==> src/rtl/mem_array_pkg.sv <==
// Shared types and constants for the memory array arbiter.
package mem_array_pkg;

    localparam int MEM_DATA_W = 8;
    localparam int MEM_ADDR_W = 3;

    typedef enum logic [2:0] {
        ST_IDLE,
        ST_SETUP,
        ST_WRITE,
        ST_HOLD,
        ST_READ,
        ST_SLEEP,
        ST_WAKE
    } arb_state_t;

    typedef enum logic {
        PORT_A = 1'b0,
        PORT_B = 1'b1
    } port_id_t;

    function automatic port_id_t other_port(input port_id_t p);
        return (p == PORT_A) ? PORT_B : PORT_A;
    endfunction

endpackage

==> src/rtl/mem_idle_timer.sv <==
// Saturating idle-cycle counter; expired once LIMIT consecutive enabled
// cycles have been seen since the last clear.
module mem_idle_timer #(
    parameter int LIMIT = 10
) (
    input  logic clk,
    input  logic rst,
    input  logic clr,
    input  logic en,
    output logic expired
);

    localparam int CNT_W = 8;

    logic [CNT_W-1:0] count_q, count_d;

    // Clear wins over count; hold at all-ones instead of wrapping.
    always_comb begin
        count_d = count_q;
        if (clr) begin
            count_d = '0;
        end else if (en && (count_q != {CNT_W{1'b1}})) begin
            count_d = count_q + 1'b1;
        end
    end

    // Counter register.
    always_ff @(posedge clk) begin
        if (rst) begin
            count_q <= '0;
        end else begin
            count_q <= count_d;
        end
    end

    assign expired = (count_q >= CNT_W'(LIMIT));

endmodule

==> src/rtl/mem_array_arbiter.sv <==
// Two-port round-robin arbiter and sequencer for the 8x8 memory array.
// Optional idle sleep is compiled in with MEM_ARRAY_ARBITER_SLEEP_EN.
module mem_array_arbiter
    import mem_array_pkg::*;
#(
    parameter int DATA_W            = MEM_DATA_W,
    parameter int ADDR_W            = MEM_ADDR_W,
    parameter int IDLE_SLEEP_CYCLES = 10
) (
    input  logic              clk,
    input  logic              rst,
    input  logic              a_req,
    input  logic              a_we,
    input  logic [ADDR_W-1:0] a_addr,
    input  logic [DATA_W-1:0] a_wdata,
    output logic              a_ack,
    output logic [DATA_W-1:0] a_rdata,
    input  logic              b_req,
    input  logic              b_we,
    input  logic [ADDR_W-1:0] b_addr,
    input  logic [DATA_W-1:0] b_wdata,
    output logic              b_ack,
    output logic [DATA_W-1:0] b_rdata,
    output logic [ADDR_W-1:0] mem_addr,
    output logic [DATA_W-1:0] mem_in,
    output logic              mem_rw,
    input  logic [DATA_W-1:0] mem_out,
    output logic              sleep
);

    if (IDLE_SLEEP_CYCLES < 1 || IDLE_SLEEP_CYCLES > 255) begin : g_bad_idle
        $error("IDLE_SLEEP_CYCLES must be in 1..255");
    end

    arb_state_t        state_q, state_d;
    port_id_t          ptr_q, ptr_d;
    port_id_t          grant_q, grant_d;
    logic              we_q, we_d;
    logic [ADDR_W-1:0] mem_addr_q, mem_addr_d;
    logic [DATA_W-1:0] mem_in_q, mem_in_d;
    logic              mem_rw_q, mem_rw_d;
    logic              a_ack_q, a_ack_d, b_ack_q, b_ack_d;
    logic [DATA_W-1:0] a_rdata_q, a_rdata_d, b_rdata_q, b_rdata_d;
    logic              any_req;
    port_id_t          sel;

    assign any_req = a_req | b_req;
    assign sel     = (a_req && b_req) ? ptr_q : (b_req ? PORT_B : PORT_A);

`ifdef MEM_ARRAY_ARBITER_SLEEP_EN
    logic idle_expired;
    logic sleep_q, sleep_d;

    mem_idle_timer #(
        .LIMIT (IDLE_SLEEP_CYCLES)
    ) u_idle_timer (
        .clk     (clk),
        .rst     (rst),
        .clr     ((state_q != ST_IDLE) || any_req),
        .en      (state_q == ST_IDLE),
        .expired (idle_expired)
    );

    assign sleep = sleep_q;
`else
    assign sleep = 1'b0;
`endif

    // Next-state, arbitration and datapath capture; strobes/acks are
    // registered from the next state so they line up with that state.
    always_comb begin
        state_d    = state_q;
        ptr_d      = ptr_q;
        grant_d    = grant_q;
        we_d       = we_q;
        mem_addr_d = mem_addr_q;
        mem_in_d   = mem_in_q;
        a_rdata_d  = a_rdata_q;
        b_rdata_d  = b_rdata_q;
        case (state_q)
            ST_IDLE: begin
                if (any_req) begin
                    // Address/data are loaded on entry so they are already
                    // on the array during SETUP, one cycle ahead of mem_rw.
                    grant_d    = sel;
                    we_d       = (sel == PORT_B) ? b_we    : a_we;
                    mem_addr_d = (sel == PORT_B) ? b_addr  : a_addr;
                    mem_in_d   = (sel == PORT_B) ? b_wdata : a_wdata;
                    state_d    = ST_SETUP;
                end
`ifdef MEM_ARRAY_ARBITER_SLEEP_EN
                else if (idle_expired) begin
                    state_d = ST_SLEEP;
                end
`endif
            end
            ST_SETUP: begin
                state_d = we_q ? ST_WRITE : ST_READ;
                // Array output is valid in SETUP; capture so rdata is
                // presented together with the ack in READ.
                if (!we_q) begin
                    if (grant_q == PORT_B) b_rdata_d = mem_out;
                    else                   a_rdata_d = mem_out;
                end
            end
            ST_WRITE: state_d = ST_HOLD;
            ST_HOLD, ST_READ: begin
                state_d = ST_IDLE;
                ptr_d   = other_port(grant_q);
            end
`ifdef MEM_ARRAY_ARBITER_SLEEP_EN
            ST_SLEEP: if (any_req) state_d = ST_WAKE;
            ST_WAKE:  state_d = ST_IDLE;
`endif
            default:  state_d = ST_IDLE;
        endcase
        mem_rw_d = (state_d == ST_WRITE);
        a_ack_d  = ((state_d == ST_READ) || (state_d == ST_HOLD)) && (grant_d == PORT_A);
        b_ack_d  = ((state_d == ST_READ) || (state_d == ST_HOLD)) && (grant_d == PORT_B);
`ifdef MEM_ARRAY_ARBITER_SLEEP_EN
        sleep_d  = (state_d == ST_SLEEP);
`endif
    end

    // State and output registers; reset abandons any transaction in flight.
    always_ff @(posedge clk) begin
        if (rst) begin
            state_q    <= ST_IDLE;
            ptr_q      <= PORT_A;
            grant_q    <= PORT_A;
            we_q       <= 1'b0;
            mem_addr_q <= '0;
            mem_in_q   <= '0;
            mem_rw_q   <= 1'b0;
            a_ack_q    <= 1'b0;
            b_ack_q    <= 1'b0;
            a_rdata_q  <= '0;
            b_rdata_q  <= '0;
`ifdef MEM_ARRAY_ARBITER_SLEEP_EN
            sleep_q    <= 1'b0;
`endif
        end else begin
            state_q    <= state_d;
            ptr_q      <= ptr_d;
            grant_q    <= grant_d;
            we_q       <= we_d;
            mem_addr_q <= mem_addr_d;
            mem_in_q   <= mem_in_d;
            mem_rw_q   <= mem_rw_d;
            a_ack_q    <= a_ack_d;
            b_ack_q    <= b_ack_d;
            a_rdata_q  <= a_rdata_d;
            b_rdata_q  <= b_rdata_d;
`ifdef MEM_ARRAY_ARBITER_SLEEP_EN
            sleep_q    <= sleep_d;
`endif
        end
    end

    assign mem_addr = mem_addr_q;
    assign mem_in   = mem_in_q;
    assign mem_rw   = mem_rw_q;
    assign a_ack    = a_ack_q;
    assign b_ack    = b_ack_q;
    assign a_rdata  = a_rdata_q;
    assign b_rdata  = b_rdata_q;

endmodule

==> config.mk <==
export PLATFORM = sky130hd
export DESIGN_NAME = mem_array_arbiter
export DESIGN_NICKNAME = d
export VERILOG_FILES = /design/src/rtl/mem_array_pkg.sv /design/src/rtl/mem_idle_timer.sv /design/src/rtl/mem_array_arbiter.sv
export SDC_FILE = /design/constraint.sdc
export NUM_CORES = 1
export LEC_CHECK = 0
export ABC_AREA = 1
export BUFFER_PORTS_ARGS = -buffer_cell sky130_fd_sc_hd__buf_2
export CAP_MARGIN = 15
export CORE_MARGIN = 2
export CORE_UTILIZATION = 50
export DETAILED_ROUTE_END_ITERATION = 6
export PLACE_DENSITY = 0.81
export SYNTH_ARGS = -nofsm -noshare
export SYNTH_HDL_FRONTEND = slang
export SYNTH_HIERARCHICAL = 1
export SYNTH_SLANG_ARGS = --single-unit
==> constraint.sdc <==
create_clock -name clk -period 1.8 [get_ports clk]
set_input_delay 0.27 -clock clk [delete_from_list [all_inputs] [get_ports clk]]
set_output_delay 0.27 -clock clk [all_outputs]
set_load 0.03 [all_outputs]
==> impl_metrics.py <==
metrics = {
    "layout": {
        "multi_input_area_um2": 694,
        "final_net_count": 341,
        "area.growth.synth_to_final_pct": 26.6,
        "diodes": 0,
        "layout-drive-gt1-share": 0.269,
        "utilization": 0.664,
        "fillers": 278,
        "register_area_um2": 721,
        "final_cells": 349,
    },
    "placed_design": {
        "post-place-cells": 342,
        "dp.final_hpwl_um": 2430,
        "finalWeightedCongestion": 0.763,
        "port_buffers": 65,
    },
    "synth": {
        "synth-seq-cells": 36,
        "mappedNetlistArea_mm2": 0.00159,
        "count_of_yosys_warnings_during_synthesis": 6,
        "seq_area_frac_synth": 0.454,
        "mean_area_per_synthesized_cell_um2": 6.62,
        "synthCells": 240,
        "syn_nets": 276,
        "synth_area_leaders": "dfxtp_1, nor2_1, nand2_1",
        "synth_top_cell_area_share": 0.454,
        "post_synth_num_cell_types": 19,
        "synth_top_area_cell": "dfxtp_1",
    },
    "global_routing": {
        "grt_start_max_net_pins": 26,
        "global_route.usage.total": 0.202,
        "antenna_found_initial": 0,
        "first_global_vias": 1326,
        "wire_length_of_the_first_global_routing_pass_um": 5550,
        "grt_overflow_total": 0,
    },
    "clock_tree": {
        "tritoncts_num_sinks": 36,
        "cts_post_setup_buffers_inserted": 0,
        "cts-hold-fix-buffers": 0,
        "clock_tree_buf_depth": 2,
        "tritoncts.num_buffers": 5,
        "cts.reportedPaths.clkPinSlew_ps": 110,
        "cts_tree": "done",
        "root_cell_of_the_clock_tree": "clkbuf_4",
        "ctsResizeCount": 0,
        "clock_insertion_delay_worst_skew_ps": 330,
        "cts_htree_levels": 2,
    },
    "floorplanning": {
        "die_area_mm2": 0.00365,
        "floorplan.core_area_mm2": 0.00303,
        "start_util": 0.525,
        "top_level_ports": 67,
        "die_extent_in_y_um": 60.4,
        "fp-row-count": 20,
        "chip_width_um": 60.4,
    },
    "route": {
        "met2_length_um": 1430,
        "route.met3.wl_um": 230,
        "num_vias": 1552,
        "routed_via_count_divided_by_cell_count": 4.45,
        "detailedRoute.firstPassIterationCount": 4,
        "totalWireLength_um": 3250,
        "topRoutingLayerUsed": "met4",
        "drt_iter0_drc": 79,
        "route.detailed.drc": 0,
        "route.layer.met1.wl_um": 1560,
        "detail-route-antenna-nets": 0,
        "wl_per_cell_um": 9.32,
    },
    "worst_setup_path": {
        "path_max_fanout": 24,
        "cp-start-kind": "flop",
        "criticalPathCategory": "reg -> reg",
        "worst-endpoint-arrival_ps": 1630,
        "cp_data_required_time_ps": 2040,
        "critical_path_end_type": "flop",
        "worstRegToRegCells": 6,
    },
    "timing": {
        "final_period_utilization": 0.771,
        "min_period_ps": 1390,
        "grt_setup_unrepaired": "false",
        "timing.final.hold_violations": 0,
        "max_freq_ghz": 0.720,
        "slew_violations": 0,
        "setup-tns-final_ps": 0,
        "skew_ps": 8.27,
        "worst_slack_on_hold_paths_ps": 148,
        "setup_violations": 0,
    },
    "job": {
        "max_cap_violations": 0,
    },
    "power": {
        "power_per_cell_area_mw_per_mm2": 982,
        "p_leak_nw": 1.17,
        "report.power.total_mw": 1.98,
        "vdd_ir_drop_max_v": 0.000439,
    },
    "outcome": {
        "run_status": "finished clean",
    },
    "worst_hold_path": {
        "min_path_cells": 2,
        "hp-class": "in -> reg",
    },
}
[layout make-up]
cell class / instances / share of cell area
flip-flops and latches: 36 / 0.358
multi-input cells: 162 / 0.345
repair buffers: 67 / 0.175
inverters: 33 / 0.0616
clock buffers: 7 / 0.0323
well taps: 44 / 0.0274
[layout by cell type, fill, tap and decap left out]
cell       n
a21oi_1    3
buf_12     1
buf_2     65
buf_4      1
clkbuf_4   5
clkbuf_8   2
conb_1     1
dfxtp_1   36
inv_1     32
inv_2      1
nand2_1   53
nand2_2    2
nand3_1    4
nand3b_1   1
nand4_2    1
nor2_1    65
nor2_2     1
nor2_4     3
nor3_1     8
o21ai_0    8
o21ai_1   12
[worst max-delay path: stages, from the launching register on]
cell     delay, ps
dfxtp_1        390
nor2_4         150
nand2_2         80
nor2_4         390
nand2_1        100
nor2_1         120
nor2_1          50
[cells in the mapped netlist, drive strengths merged]
library cell and instances:
nand4 1, nand3b 1, buf 7, clkbuf 2, nand2 55, nand3 4, nor3 8, conb 1
o21ai 20, nor2 69, dfxtp 36, inv 33, a21oi 3
[sequential cells by signal, summed over array words and instances (netlist names)]
| signal | count |
|---|---|
| a_ack | 1 |
| a_rdata | 8 |
| b_ack | 1 |
| b_rdata | 8 |
| grant_q | 1 |
| mem_addr | 3 |
| mem_in | 8 |
| mem_rw | 1 |
| ptr_q | 1 |
| state_q | 3 |
| we_q | 1 |
[kinds of logic (layout without fill, tap and decap cells)]
group | after synthesis | after routing | share of synthesized area
AOI/OAI and AO/OA | 23 | 23 | 0.0724
buffers and inverters | 42 | 107 | 0.109
DFF | 36 | 36 | 0.454
other | 1 | 1 | 0.00236
and+or+nand+nor | 138 | 138 | 0.362
[final timing paths]
| path | slack, ps | end | from |
|---|---|---|---|
| setup / recovery | 410 | mem_in[5] | state_q[0] |
| hold / removal | 150 | state_q[1] | rst |
| setup reg to reg | 410 | mem_in[5] | state_q[0] |
| hold reg to reg | 480 | mem_rw | we_q |
[per-layer routing]
layer  vias to the layer above  global-route usage
met1                       648               0.272
met2                        49               0.304
met3                         5              0.0704
li1                        850                   -
met5                         -                   0
met4                         0              0.0667
[where the power goes]
group | total, mW | switching (mW) | leakage [nW] | internal (mW)
Clock | 0.472 | 0.250 | 0.0374 | 0.222
Sequential | 0.931 | 0.0467 | 0.295 | 0.884
Combinational | 0.574 | 0.393 | 0.834 | 0.181
Total | 1.98 | 0.690 | 1.17 | 1.29
[metrics by stage]
step                worst slack, ps  area, um^2
CTS                             415        2010
global route                    245        2010
detailed placement              424        1950
finish                          411        2010
floorplan                       686        1590
global placement                478        1950
Note: power is estimated with default switching activity, not from simulation.
